[config.mk]
export PLATFORM = sky130hd
export DESIGN_NAME = serial_port_ctrl
export DESIGN_NICKNAME = d
export VERILOG_FILES = /design/src/rtl/serial_port_ctrl.sv
export SDC_FILE = /design/constraint.sdc
export NUM_CORES = 1
export LEC_CHECK = 0
export CORE_AREA = 2 2 39 41
export CTS_CLUSTER_SIZE = 30
export DETAILED_ROUTE_END_ITERATION = 16
export DIE_AREA = 0 0 41 43
export HOLD_SLACK_MARGIN = 0.05
export MAX_ROUTING_LAYER = met4
export PLACE_DENSITY_LB_ADDON = 0.3
export SKIP_CTS_REPAIR_TIMING = 1
export SLEW_MARGIN = 40
export SYNTH_ARGS = -nofsm -noshare
export SYNTH_HDL_FRONTEND = slang
export SYNTH_SLANG_ARGS = --single-unit
[constraint.sdc]
create_clock -name clk -period 4.35 [get_ports clk]
set_clock_uncertainty 0.2 [all_clocks]
set_input_delay 1.305 -clock clk [delete_from_list [all_inputs] [get_ports clk]]
set_output_delay 1.305 -clock clk [all_outputs]
set_load 0.01 [all_outputs]
[src/rtl/serial_port_ctrl.sv]
// Moore sequencer for the serial-to-port datapath: start bit, port field,
// count field, payload. It steps only on clkEn pulses and uses the datapath carry-outs.
package serial_port_ctrl_pkg;
  typedef enum logic [2:0] {
    IDLE_S = 3'd0,
    PORT_S = 3'd1,
    NUM_S  = 3'd2,
    LOAD_S = 3'd3,
    DATA_S = 3'd4,
    DONE_S = 3'd5
  } state_e;
endpackage

module serial_port_ctrl
  import serial_port_ctrl_pkg::*;
(
  input  logic       clk,
  input  logic       rst,
  input  logic       clkEn,
  input  logic       serIn,
  input  logic       co1,
  input  logic       co2,
  input  logic       coD,
  output logic       shEn,
  output logic       cnt1,
  output logic       shEnD,
  output logic       cnt2,
  output logic       ldCntD,
  output logic       cntD,
  output logic       Done,
  output logic       busy,
  output logic [2:0] state
);

  state_e state_q;
  state_e state_d;

  always_ff @(posedge clk or negedge rst) begin
    if (!rst) begin
      state_q <= IDLE_S;
    end else begin
      state_q <= state_d;
    end
  end

  // Each carry-out is looked at only in its own state.
  // Illegal codes fall to IDLE even when clkEn is low.
  always_comb begin
    state_d = state_q;
    case (state_q)
      IDLE_S: if (clkEn && !serIn) state_d = PORT_S;
      PORT_S: if (clkEn && co1)    state_d = NUM_S;
      NUM_S:  if (clkEn && co2)    state_d = LOAD_S;
      LOAD_S: if (clkEn)           state_d = DATA_S;
      DATA_S: if (clkEn && coD)    state_d = DONE_S;
      DONE_S: if (clkEn)           state_d = IDLE_S;
      default:                     state_d = IDLE_S;
    endcase
  end

  always_comb begin
    shEn   = 1'b0;
    cnt1   = 1'b0;
    shEnD  = 1'b0;
    cnt2   = 1'b0;
    ldCntD = 1'b0;
    cntD   = 1'b0;
    Done   = 1'b0;
    case (state_q)
      PORT_S: begin
        shEn = 1'b1;
        cnt1 = 1'b1;
      end
      NUM_S: begin
        shEnD = 1'b1;
        cnt2  = 1'b1;
      end
      LOAD_S:  ldCntD = 1'b1;
      DATA_S:  cntD   = 1'b1;
      DONE_S:  Done   = 1'b1;
      default: ;
    endcase
  end

  assign busy  = (state_q != IDLE_S);
  assign state = state_q;

endmodule

==> impl_metrics.ini, run 1 <==
[status]
outcome = complete, no violations

[setup_path]
start_kind = register
crit_fanout = 11
endpoint_kind = output pin
arrival_ns = 1.64
cp.required_ns = 2.84
critical_path_class = register to output pin

[logic_synthesis]
synth_enable_flop_cells = 0
seq_area_frac_synth = 0.306
synth_top_family_by_area = simple AND/OR/NAND/NOR gates
synth_mux_area_frac = 0
synth_ff_type = dfrtp_1
yosys.area.top_type = dfrtp_1
ys_async_sr_fraction = 1.00
synth-adder-area-share = 0
syn_inst = 30
yosys-top-cells-count = buf_4, dfrtp_1
synth_area_per_cell_um2 = 8.17
synth_fp_nets = 37
synth_top_area_frac = 0.306
synth_compound_area_frac = 0.153
synth-simple-area-share = 0.367
synthXorXnorAreaFrac = 0
yosysWarnings = 0
ys_ff_latch = 3
syn_area_um2 = 245
yosys.cell_types.count = 19
synth_area_leaders = dfrtp_1, buf_4, nor3b_1

[grt]
grt_pass1_vias = 238
grt_max_degree = 12
track_usage = 0.0813
antenna_found_initial = 0
grt-ovfl-total = 0
grt_pass1_wl_um = 903

[pwr]
p_leak_nw = 0.157
total_power_uw = 279
power.density_mw_per_mm2 = 659
worst_ir_drop_vdd_v = 0.000142

[floorplan]
row_count = 14
num_io_pins = 18
start_util = 0.177
coreArea_mm2 = 0.00138
die_area_mm2 = 0.00176
dieWidth_um = 41
die_y_um = 43

[finish]
fin_cells = 62
fillers = 153
diodes = 0
drive_above_1_share = 0.0652
largest_reg_flops = 3
synthToLayoutAreaGrowth_pct = 72.4
nets = 54

[cts]
clockRootBuffer = clkbuf_4
cts-buffers-inserted = 3
clock_latency_ns = 0.23
htreeDepth = 1
tritoncts = yes
clk_pin_slew_worst_paths_ns = 0.04
clockBufferDepth = 2
cts_sinks = 3

[job]
drv_cap = 0

[drt]
drt-initial-drc-count = 4
dr.pass1.iters = 2
vias = 274
wl_per_cell_um = 9.05
viasPerCell = 4.42
final_antenna_net_count = 0
routed_wl_um = 561
remaining_drc_errors = 0

[sta]
setup_viol = 0
min_period_ns = 3.15
rsz0062_at_grt = no
fin_crit_sh = 0.723
finalHoldViolCount = 0
fmax_mhz = 318
slew_headroom = 0.799
fin_setup_tns_ns = 0
slew_viol_final = 0
tightestPinTransition_ns = 0.302

[placed_design]
gp_congestion = 0.698
portBuffers = 17
place_inst = 58
dp_hpwl_um = 424

[worst_hold_path]
holdCritPathClass = register to register
[where the power goes]
group	internal (mW)	switching [mW]
clock network	0.0343	0.0134
logic	0.100	0.0612
registers	0.0398	0.0297
[cell type report]
type,instances,area [µm²],share of cell area
Timing Repair Buffer,17,170,0.402
Multi-Input combinational cell,21,128,0.302
Sequential cell,3,75.1,0.178
Clock buffer,4,26.3,0.0621
Tap cell,16,20.0,0.0473
Inverter,1,3.75,0.00888
[worst max-delay path, cell delays in order, from the launching register on]
cell,delay [ns]
dfrtp_1,0.47
nand2b_1,0.24
nor2_1,0.15
clkdlybuf4s50_1,0.55
[final timing paths]
path / from / endpoint / slack [ns] / depth (start not counted)
worst max-delay path: state[2]$_DFFE_PN0P_ / shEnD / 1.20 / 3
worst min-delay path: state[2]$_DFFE_PN0P_ / state[1]$_DFFE_PN0P_ / 0.42 / 1
worst max register to register: state[2]$_DFFE_PN0P_ / state[0]$_DFFE_PN0P_ / 2.96 / 2
worst min register to register: state[2]$_DFFE_PN0P_ / state[1]$_DFFE_PN0P_ / 0.42 / 1
max in group asynchronous: rst / state[0]$_DFFE_PN0P_ / 2.76 / 1
min in group asynchronous: rst / state[1]$_DFFE_PN0P_ / 1.06 / 1
[per-layer routing]
metal / vias to the layer above / track usage / wire [µm]
met5: - / - / 0
met4: 0 / 0.0800 / 0
met3: 0 / 0.0157 / 51
met2: 13 / 0.116 / 280
met1: 124 / 0.0868 / 229
li1: 137 / - / -
[metrics by stage]
stage | area [µm²] | setup slack, ns | util | hold WS (ns)
after CTS | 423 | 1.17 | 0.306 | 0.424
after global routing | 423 | 1.09 | 0.306 | 0.463
after detailed placement | 397 | 1.42 | 0.287 | 0.417
after floorplan | 245 | 1.71 | - | 0.395
after global placement | 397 | 1.43 | 0.287 | 0.412
final | 423 | 1.20 | 0.306 | 0.420
[layout by cell type, fill, tap and decap left out]
| cell | instances |
|---|---|
| clkbuf_4 | 3 |
| a32oi_1 | 1 |
| o221ai_1 | 1 |
| clkbuf_1 | 1 |
| dfrtp_1 | 3 |
| a21oi_1 | 2 |
| nand4b_1 | 1 |
| or4_1 | 1 |
| nor3b_1 | 2 |
| clkdlybuf4s50_1 | 17 |
| nor2b_1 | 2 |
| or3_1 | 1 |
| nand2b_1 | 2 |
| nor3_1 | 1 |
| inv_1 | 1 |
| nand3b_1 | 1 |
| nand2_1 | 2 |
| nor2_1 | 2 |
| o21ai_0 | 2 |
[logic make-up after synthesis]
logic type / count (synthesis)
simple gates: 15
buf+inv: 6
flops: 3
compound gates: 6
(Power assumes the default switching activity.)
==> run 2, diff against run 1 <==
==> constraint.sdc (replaced) <==
create_clock -name clk -period 2.9 [get_ports clk]
set_clock_uncertainty 0.2 [all_clocks]
set_input_delay 0.87 -clock clk [delete_from_list [all_inputs] [get_ports clk]]
set_output_delay 0.87 -clock clk [all_outputs]
set_load 0.01 [all_outputs]
==> results of run 2 <==
The final DEF is identical to that of run 1. Status: complete, no violations.
Among the figures that moved: final weighted congestion in routability-driven placement 0.698 -> 0.697; setup slack after placement 1.42 ns -> 0.409 ns; setup slack after layout 1.20 ns -> 0.189 ns; register-to-register setup slack 2.96 ns -> 1.51 ns; total power 0.279 mW -> 0.418 mW; worst IR drop on VDD 0.000142 V -> 0.000213 V
==> run 3, diff against run 2 <==
--- a/config.mk
+++ b/config.mk
@@ -10,8 +10,8 @@
 export DETAILED_ROUTE_END_ITERATION = 16
 export DIE_AREA = 0 0 41 43
 export HOLD_SLACK_MARGIN = 0.05
-export MAX_ROUTING_LAYER = met4
 export PLACE_DENSITY_LB_ADDON = 0.3
+export RECOVER_POWER = 25
 export SKIP_CTS_REPAIR_TIMING = 1
 export SLEW_MARGIN = 40
 export SYNTH_ARGS = -nofsm -noshare
==> impl_metrics.ini, run 3 (same netlist as run 1, synthesis figures left out) <==
[status]
outcome = complete, no violations

[drt]
final_antenna_net_count = 0
viasPerCell = 4.42
dr.pass1.iters = 2
routed_wl_um = 561
vias = 274
wl_per_cell_um = 9.05
drt-initial-drc-count = 4
remaining_drc_errors = 0

[finish]
drive_above_1_share = 0.0652
diodes = 0
most-common-layout-cells = clkdlybuf4s50_1, clkbuf_4, dfrtp_1
nets = 54
synthToLayoutAreaGrowth_pct = 72.4
largest_reg_flops = 3
post-route-util = 0.306
layout_commonest_cell = clkdlybuf4s50_1
fillers = 153
fin_cells = 62

[placed_design]
gp_congestion = 0.690
portBuffers = 17
place_inst = 58
dp_hpwl_um = 424

[sta]
min_period_ns = 2.71
slew_headroom = 0.799
setup_viol = 0
fin_setup_tns_ns = 0
rsz0062_at_grt = no
fin_crit_sh = 0.935
slew_viol_final = 0
fmax_mhz = 369
tightestPinTransition_ns = 0.302
finalHoldViolCount = 0

[grt]
grt_max_degree = 12
grt_pass1_vias = 238
track_usage = 0.0793
grt-ovfl-total = 0
grt_pass1_wl_um = 903
antenna_found_initial = 0

[pwr]
pwr-share-comb = 0.579
worst_ir_drop_vdd_v = 0.000212
p_sw_uw = 156
power.density_mw_per_mm2 = 988
p_leak_nw = 0.158
switching_share = 0.375
power.clock.fraction = 0.171
internal_power_uw = 261
seq_power_share = 0.249

[floorplan]
die_area_mm2 = 0.00176
start_util = 0.177
coreArea_mm2 = 0.00138
dieWidth_um = 41
die_y_um = 43
row_count = 14
num_io_pins = 18

[setup_path]
cp.required_ns = 1.83
arrival_ns = 1.64
rrSetupSlack_ns = 1.51
start_kind = register
endpoint_kind = output pin
critical_path_class = register to output pin
crit_fanout = 11

[job]
drv_cap = 0

[cts]
clockBufferDepth = 2
cts_sinks = 3
clk_pin_slew_worst_paths_ns = 0.04
htreeDepth = 1
clockRootBuffer = clkbuf_4
tritoncts = yes
cts-buffers-inserted = 3
clock_latency_ns = 0.23

[worst_hold_path]
holdCritPathClass = register to register
## run 3: changes by cell type in the layout (fill, tap and decap cells not counted)
cell / delta
dlygate4sd3_1: +2
clkdlybuf4s50_1: -2
## run 3: final timing paths
kind,endpoint,depth (start not counted),start
setup reg to reg,state[0]$_DFFE_PN0P_,2,state[2]$_DFFE_PN0P_
min in group asynchronous,state[1]$_DFFE_PN0P_,1,rst
max in group asynchronous,state[0]$_DFFE_PN0P_,1,rst
setup / recovery,shEnD,3,state[2]$_DFFE_PN0P_
hold reg to reg,state[1]$_DFFE_PN0P_,1,state[2]$_DFFE_PN0P_
hold / removal,state[1]$_DFFE_PN0P_,1,state[2]$_DFFE_PN0P_
## run 3: power groups by stage
stage	combinational [mW]	sequential [mW]	clock (mW)
2_1_floorplan	0.165	0.0787	0
3_3_place_gp	0.244	0.104	0
3_5_place_dp	0.245	0.106	0
4_1_cts	0.245	0.106	0.0760
5_1_grt	0.267	0.113	0.0795
6_report	0.242	0.104	0.0716
## run 3: final cells by class
cell class	count	area, µm²	share of cell area
timing repair buffer	17	170	0.402
multi-input combinational	21	128	0.302
sequential	3	75.1	0.178
clock buffer	4	26.3	0.0621
tap	16	20.0	0.0473
inverter	1	3.75	0.00888
## run 3: per-stage QoR
| step | power (mW) | hold slack, ns | setup WS (ns) | instance area (µm²) |
|---|---|---|---|---|
| CTS | 0.427 | 0.424 | 0.156 | 423 |
| detailed placement | 0.351 | 0.417 | 0.409 | 397 |
| finish | 0.418 | 0.420 | 0.190 | 423 |
| floorplan | 0.244 | 0.374 | 0.698 | 245 |
| global placement | 0.349 | 0.412 | 0.418 | 397 |
| global route | 0.459 | 0.463 | 0.0783 | 423 |
## run 3: routing by layer
metal	vias up	share of wire	global-route usage
met3	0	0.089	0.0157
met4	0	0	0.0800
met1	124	0.41	0.0868
li1	137	-	-
met5	-	0	0
met2	13	0.50	0.116
## run 3: worst max-delay path: stages, from the launching register on
cell             delay, ns
dfrtp_1               0.47
nand2b_1              0.24
nor2_1                0.15
clkdlybuf4s50_1       0.55
